`src/rtl/usage_timer_pkg.sv`:
```
// Shared encodings and constants for the hood usage timer.
package usage_timer_pkg;

  // Debug-visible FSM encoding
  typedef enum logic [1:0] {
    ST_IDLE  = 2'b00,
    ST_COUNT = 2'b01,
    ST_FULL  = 2'b10
  } state_e;

  localparam int unsigned TW             = 20;      // total_sec width
  localparam int unsigned SAT_SEC        = 359999;  // 99:59:59
  localparam int unsigned DEF_THRESH_SEC = 36000;   // 10 h reminder

endpackage

```
`src/rtl/usage_timer_sec_prescaler.sv`:
```
// Divides the system clock down to one-second ticks. The count is held
// while disabled so a partial second survives fan drop-outs.
module usage_timer_sec_prescaler #(
  parameter int unsigned CLK_HZ = 100_000_000
) (
  input  logic clk,
  input  logic rst_n,
  input  logic i_en,
  input  logic i_clr,
  output logic o_tick
);

  localparam int unsigned CW = (CLK_HZ > 1) ? $clog2(CLK_HZ) : 1;
  localparam logic [CW-1:0] LAST = CW'(CLK_HZ - 1);

  logic [CW-1:0] r_cnt;

  // Wrap is combinational so the owner can register its effects on the same edge
  assign o_tick = i_en && (r_cnt == LAST);

  // Cycle counter: clear dominates, otherwise count only when enabled
  always_ff @(posedge clk or negedge rst_n) begin
    if (!rst_n)     r_cnt <= '0;
    else if (i_clr) r_cnt <= '0;
    else if (i_en)  r_cnt <= (r_cnt == LAST) ? '0 : r_cnt + CW'(1);
  end

endmodule

```
`src/rtl/usage_timer.sv`:
```
// Range-hood exhaust usage timer: accumulates fan-running seconds,
// splits them into hh:mm:ss, saturates at 99:59:59 and raises a
// cleaning reminder once a programmable threshold is reached.
module usage_timer
  import usage_timer_pkg::*;
#(
  parameter int unsigned CLK_HZ     = 100_000_000,
  parameter int unsigned DEF_THRESH = DEF_THRESH_SEC
) (
  input  logic          clk,
  input  logic          rst_n,
  input  logic          i_is_on,
  input  logic          i_busy,
  input  logic          i_clean_key,
  input  logic          i_thresh_load,
  input  logic [TW-1:0] i_thresh_in,
  output logic [TW-1:0] o_total_sec,
  output logic [6:0]    o_hh,
  output logic [5:0]    o_mm,
  output logic [5:0]    o_ss,
  output logic          o_sec_tick,
  output logic          o_reminder,
  output logic [1:0]    o_state
);

  state_e        r_state;
  logic [TW-1:0] r_total, r_thresh;
  logic [6:0]    r_hh;
  logic [5:0]    r_mm, r_ss;
  logic          r_sec_tick, r_reminder;

  logic          w_clean, w_wrap, w_sat, w_inc, w_to_full;
  logic [TW-1:0] w_total_nxt;
  logic [6:0]    w_hh_nxt;
  logic [5:0]    w_mm_nxt, w_ss_nxt;

  // Cleaning is only honoured with the fan stopped
  assign w_clean   = i_clean_key && !i_busy;
  // The next second would roll hh to 100 or overflow total_sec
  assign w_sat     = (r_hh == 7'd99 && r_mm == 6'd59 && r_ss == 6'd59) ||
                     (r_total == {TW{1'b1}});
  assign w_to_full = w_wrap && w_sat && !w_clean;
  assign w_inc     = w_wrap && !w_sat && !w_clean;

  usage_timer_sec_prescaler #(.CLK_HZ(CLK_HZ)) u_presc (
    .clk    (clk),
    .rst_n  (rst_n),
    .i_en   (r_state == ST_COUNT),
    .i_clr  (w_clean),
    .o_tick (w_wrap)
  );

  // Next counter values: clear beats increment; entering FULL pins 99:59:59
  always_comb begin
    w_total_nxt = r_total;
    w_hh_nxt    = r_hh;
    w_mm_nxt    = r_mm;
    w_ss_nxt    = r_ss;
    if (w_clean) begin
      w_total_nxt = '0;
      w_hh_nxt    = '0;
      w_mm_nxt    = '0;
      w_ss_nxt    = '0;
    end else if (w_to_full) begin
      w_total_nxt = TW'(SAT_SEC);
      w_hh_nxt    = 7'd99;
      w_mm_nxt    = 6'd59;
      w_ss_nxt    = 6'd59;
    end else if (w_inc) begin
      w_total_nxt = r_total + TW'(1);
      if (r_ss == 6'd59) begin
        w_ss_nxt = '0;
        if (r_mm == 6'd59) begin
          w_mm_nxt = '0;
          w_hh_nxt = r_hh + 7'd1;
        end else begin
          w_mm_nxt = r_mm + 6'd1;
        end
      end else begin
        w_ss_nxt = r_ss + 6'd1;
      end
    end
  end

  // Operating-state FSM; clean returns to IDLE from anywhere, FULL ignores busy
  always_ff @(posedge clk or negedge rst_n) begin
    if (!rst_n) begin
      r_state <= ST_IDLE;
    end else if (w_clean) begin
      r_state <= ST_IDLE;
    end else begin
      case (r_state)
        ST_IDLE:  if (i_is_on && i_busy) r_state <= ST_COUNT;
        ST_COUNT: if (w_to_full)            r_state <= ST_FULL;
                  else if (!i_is_on || !i_busy) r_state <= ST_IDLE;
        ST_FULL:  r_state <= ST_FULL;
        default:  r_state <= ST_IDLE;
      endcase
    end
  end

  // Accumulated time and the per-second pulse
  always_ff @(posedge clk or negedge rst_n) begin
    if (!rst_n) begin
      r_total    <= '0;
      r_hh       <= '0;
      r_mm       <= '0;
      r_ss       <= '0;
      r_sec_tick <= 1'b0;
    end else begin
      r_total    <= w_total_nxt;
      r_hh       <= w_hh_nxt;
      r_mm       <= w_mm_nxt;
      r_ss       <= w_ss_nxt;
      r_sec_tick <= w_inc;
    end
  end

  // Threshold register; zero would be meaningless, so it becomes one second
  always_ff @(posedge clk or negedge rst_n) begin
    if (!rst_n)             r_thresh <= TW'(DEF_THRESH);
    else if (i_thresh_load) r_thresh <= (i_thresh_in == '0) ? TW'(1) : i_thresh_in;
  end

  // Sticky reminder, compared against the already-registered threshold
  always_ff @(posedge clk or negedge rst_n) begin
    if (!rst_n)       r_reminder <= 1'b0;
    else if (w_clean) r_reminder <= 1'b0;
    else              r_reminder <= r_reminder || (w_total_nxt >= r_thresh);
  end

  assign o_total_sec = r_total;
  assign o_hh        = r_hh;
  assign o_mm        = r_mm;
  assign o_ss        = r_ss;
  assign o_sec_tick  = r_sec_tick;
  assign o_reminder  = r_reminder;
  assign o_state     = r_state;

endmodule

```
`config.mk`:
```
export PLATFORM = sky130hd
export DESIGN_NAME = usage_timer
export DESIGN_NICKNAME = d
export VERILOG_FILES = /design/src/rtl/usage_timer_pkg.sv /design/src/rtl/usage_timer_sec_prescaler.sv /design/src/rtl/usage_timer.sv
export SDC_FILE = /design/constraint.sdc
export NUM_CORES = 1
export LEC_CHECK = 0
export BUFFER_PORTS_ARGS = -buffer_cell sky130_fd_sc_hd__buf_2
export CAP_MARGIN = 10
export CORE_ASPECT_RATIO = 1.4
export CORE_UTILIZATION = 45
export CTS_CLUSTER_SIZE = 30
export DETAILED_ROUTE_END_ITERATION = 8
export PLACE_DENSITY = 0.75
export SLEW_MARGIN = 20
export SYNTH_ARGS = -nofsm -noshare
export SYNTH_HDL_FRONTEND = slang
export SYNTH_SLANG_ARGS = --single-unit
```
`constraint.sdc`:
```
create_clock -name clk -period 4.31 [get_ports clk]
set_clock_uncertainty 0.05 [all_clocks]
set_input_delay 0.862 -clock clk [delete_from_list [all_inputs] [get_ports clk]]
set_output_delay 0.862 -clock clk [all_outputs]
set_load 0.02 [all_outputs]
```
==> results by group <==
Status
  – Status: completed

STA
  – Hold Fails Final Rpt: 0
  – FMAX: approximately 0.25 GHz
  – Slew HR: between 50% and 60%
  – Min cycle time layout: between 3000 and 4000 ps
  – Final period utilization: between 90% and 100%
  – Max Slew Vio Count: 0
  – Worst Max-Slew Pin Slew: 712.6 ps
  – Final setup fails: 0
  – TNS Setup: 0 ps
  – Unrepaired setup endpoints after global routing: false

Logic synthesis
  – Synth top area share: around two fifths
  – FF+latch count, synth: 90
  – Syn nets: between 600 and 700
  – Async SR Flop Fraction: 100.0%
  – Sequential-to-total area share from yosys stat: a little over two fifths
  – Syn avg cell area: between 8 and 9 sq um
  – Cell taking the most area after synthesis: dfrtp_1
  – Yosys warnings: 0
  – Primary FF master, synth: dfrtp_1
  – Top post-synthesis cells by area: dfrtp_1, o21ai_0, ha_1
  – Syn Inst Count: between 500 and 600
  – Mapped Area: 5303 sq um
  – Post-synth cell types: between 60 and 70
  – Post-synth EDFFs: 0

Placement
  – Input/output buffers: between 60 and 70
  – Dpl hpwl: between 9 and 10 mm
  – Placer Congestion: 0.9089
  – # placed instances: 797

Route
  – Drt drc: 0
  – Wire per inst: 16.89 microns
  – Drt first pass iters: 5
  – Number of vias per cell: about 6
  – Antenna-violating nets left: 0
  – Drt total wl: roughly 14 mm
  – Vias: 4,859
  – DR iter-0 viols: ~350

Floorplanning
  – Core ar.: 11,400 sq um
  – Die width: between 90 and 100 microns
  – Rows: 46
  – Starting density of the core: 46.53%
  – Die ar.: between 10,000 and 15,000 sq um
  – Die Y: between 100 and 150 microns
  – # IOs: just under 70

Global route
  – Largest net degree at the start of global routing: 79
  – Initial antenna violation count: 0
  – First-pass GRT wire length: ~22 mm
  – Overflow after GRT: 0
  – GRT Total Usage: roughly a quarter
  – Vias in the first global route: roughly 4,700

Clock tree
  – Max clock buf depth: 2
  – CTS Buf Count: 9
  – Clock Pin Slew Worst Setup and Hold Paths: 60 ps
  – TritonCTS clock tree: yes
  – Hold buffer count at cts: 0
  – # clock sinks: 90
  – Clk Tree Root Cell: clkbuf_16
  – CTS H-tree lvls: 3
  – Worst-Skew Late Latency: approximately 350 ps

Worst setup path
  – CP max stage cell: or4_1
  – Critical-path cell list: ha_1, nand4_1, or4_1, o32a_4, and2_4, a211oi_1, ha_1, a21oi_1, o21ai_0, a2111oi_0, a21oi_1, o31ai_1, a211oi_1
  – Crit path max fanout: 16
  – Worst Setup Start Kind: flop
  – Critical path required time: about 4500 ps
  – CP Class: flop to flop
  – CP endpoint kind: flop
  – Critical path arrival: between 4000 and 5000 ps
  – Largest stage delay, worst path: 590 ps

Worst hold path
  – HP Class: flop to flop

Power
  – Static leakage: 2.831 nW
  – Peak supply drop: 0.0001974 V
  – PwrDens: about 310 nW/um^2

Cells and area
  – Most frequent cells in the layout: dfrtp_1, o21ai_0, nand2_1, buf_2, nor2_1
  – Number of diodes: 0
  – Most common cell after layout, fill and taps aside: dfrtp_1
  – Nets: ~720
  – Area delta synth->final: 16.33%
  – Final Instance Count excl. Fillers: roughly 810
  – Share of layout cells above drive strength 1: about a fifth

Flow run
  – Max-cap violation count: 0
[per-layer routing]
layer	vias up	track usage [%]	share of wire (%)	wire (microns)
met5	-	0	0	0
met4	0	12.40	3.7	504
met3	46	4.225	5.6	772
met2	180	40.45	50	6932
met1	2317	28.25	40	5521
li1	2316	-	-	-
[registers in the layout, indices dropped and copies added (netlist names)]
| name | flops |
|---|---|
| r_thresh | 20 |
| o_mm | 6 |
| o_total_sec | 20 |
| o_state | 2 |
| o_ss | 6 |
| o_reminder | 1 |
| o_sec_tick | 1 |
| o_hh | 7 |
| u_presc.r_cnt | 27 |
[cells by family (layout without fill, tap and decap cells)]
family | after synthesis | after routing | synth area share (%)
buffers and inverters | 52 | 123 | 4.153
AO/OA/AOI/OAI | 160 | 160 | 19.21
AND/OR/NAND/NOR | 257 | 257 | 25.74
adder cells (fa/ha/maj) | 25 | 25 | 5.899
multiplexers | 3 | 3 | 0.5899
flip-flops | 90 | 90 | 42.59
XOR/XNOR | 11 | 11 | 1.817
[layout make-up]
type	instances	area (sq um)
clock inverters	5	100.1
well taps	144	180.2
fillers	1034	5228
repair buffers	80	436.7
flip-flops and latches	90	2258
multi-input cells	456	2839
clock buffers	11	252.7
inverters	27	101.3
[synthesized netlist by cell type (all sizes together) (3+ instances only)]
| cell type | instances |
|---|---|
| dfrtp | 85 |
| o21ai | 72 |
| nand2 | 68 |
| nor2 | 43 |
| a21oi | 31 |
| nor3 | 29 |
| inv | 27 |
| nand3 | 26 |
| ha | 25 |
| and3 | 14 |
| clkbuf | 13 |
| buf | 12 |
| nor4 | 12 |
| a21o | 10 |
| nand4 | 10 |
| nor2b | 9 |
| or3 | 7 |
| a211oi | 6 |
| and2 | 6 |
| or4 | 6 |
| xnor2 | 6 |
| and4 | 5 |
| dfstp | 5 |
| nand2b | 5 |
| o211ai | 5 |
| o31ai | 5 |
| xor2 | 5 |
| a311oi | 4 |
| a31oi | 4 |
| nor3b | 4 |
| or2 | 4 |
| a22o | 3 |
| o211a | 3 |
[final timing paths]
| kind | from | to | slack, ps | cells after the start |
|---|---|---|---|---|
| min | o_state[1] | o_state[0] | 450 | 1 |
| min reg2reg | o_state[1] | o_state[0] | 450 | 1 |
| max in group asynchronous | rst_n | o_mm[5] | 3040 | 2 |
| min in group asynchronous | rst_n | u_presc.r_cnt[0] | 490 | 1 |
| max reg2reg | o_mm[0] | o_reminder | 380 | 13 |
| max | o_mm[0] | o_reminder | 380 | 13 |
[per-stage QoR]
step                      util [%]  cell area [sq um]  hold WS, ps  setup slack (ps)  power [mW]
after floorplan                  -               5303        421.5             564.6      0.9579
after CTS                    54.06               6161        463.2             270.3       1.940
after global placement       50.97               5808        436.9             437.3       1.010
after global routing         54.13               6168        476.8             109.3       2.000
final                        54.13               6168        454.3             375.9       1.926
after detailed placement     50.97               5808        450.8             308.2       1.017
[power breakdown]
| part | switching [mW] | internal, mW | total, mW |
|---|---|---|---|
| combinational | 0.0818 | 0.0407 | 0.122 |
| sequential | 0.00984 | 0.868 | 0.878 |
| clock | 0.329 | 0.596 | 0.925 |
| total | 0.421 | 1.51 | 1.93 |
[timing repair]
action,CTS,global route
endpoints found under the setup margin,0,1
setup buffers,0,0
gates resized for setup,0,1
[worst max-delay path: cells and delay by family, from the launching register on]
family | cells | cell delay (ps)
AOI/OAI and AO/OA | 8 | 1830
adders and majority gates | 2 | 550
DFF | 1 | 420
and+or+nand+nor | 3 | 960
Note: power is estimated with default switching activity, not from simulation.
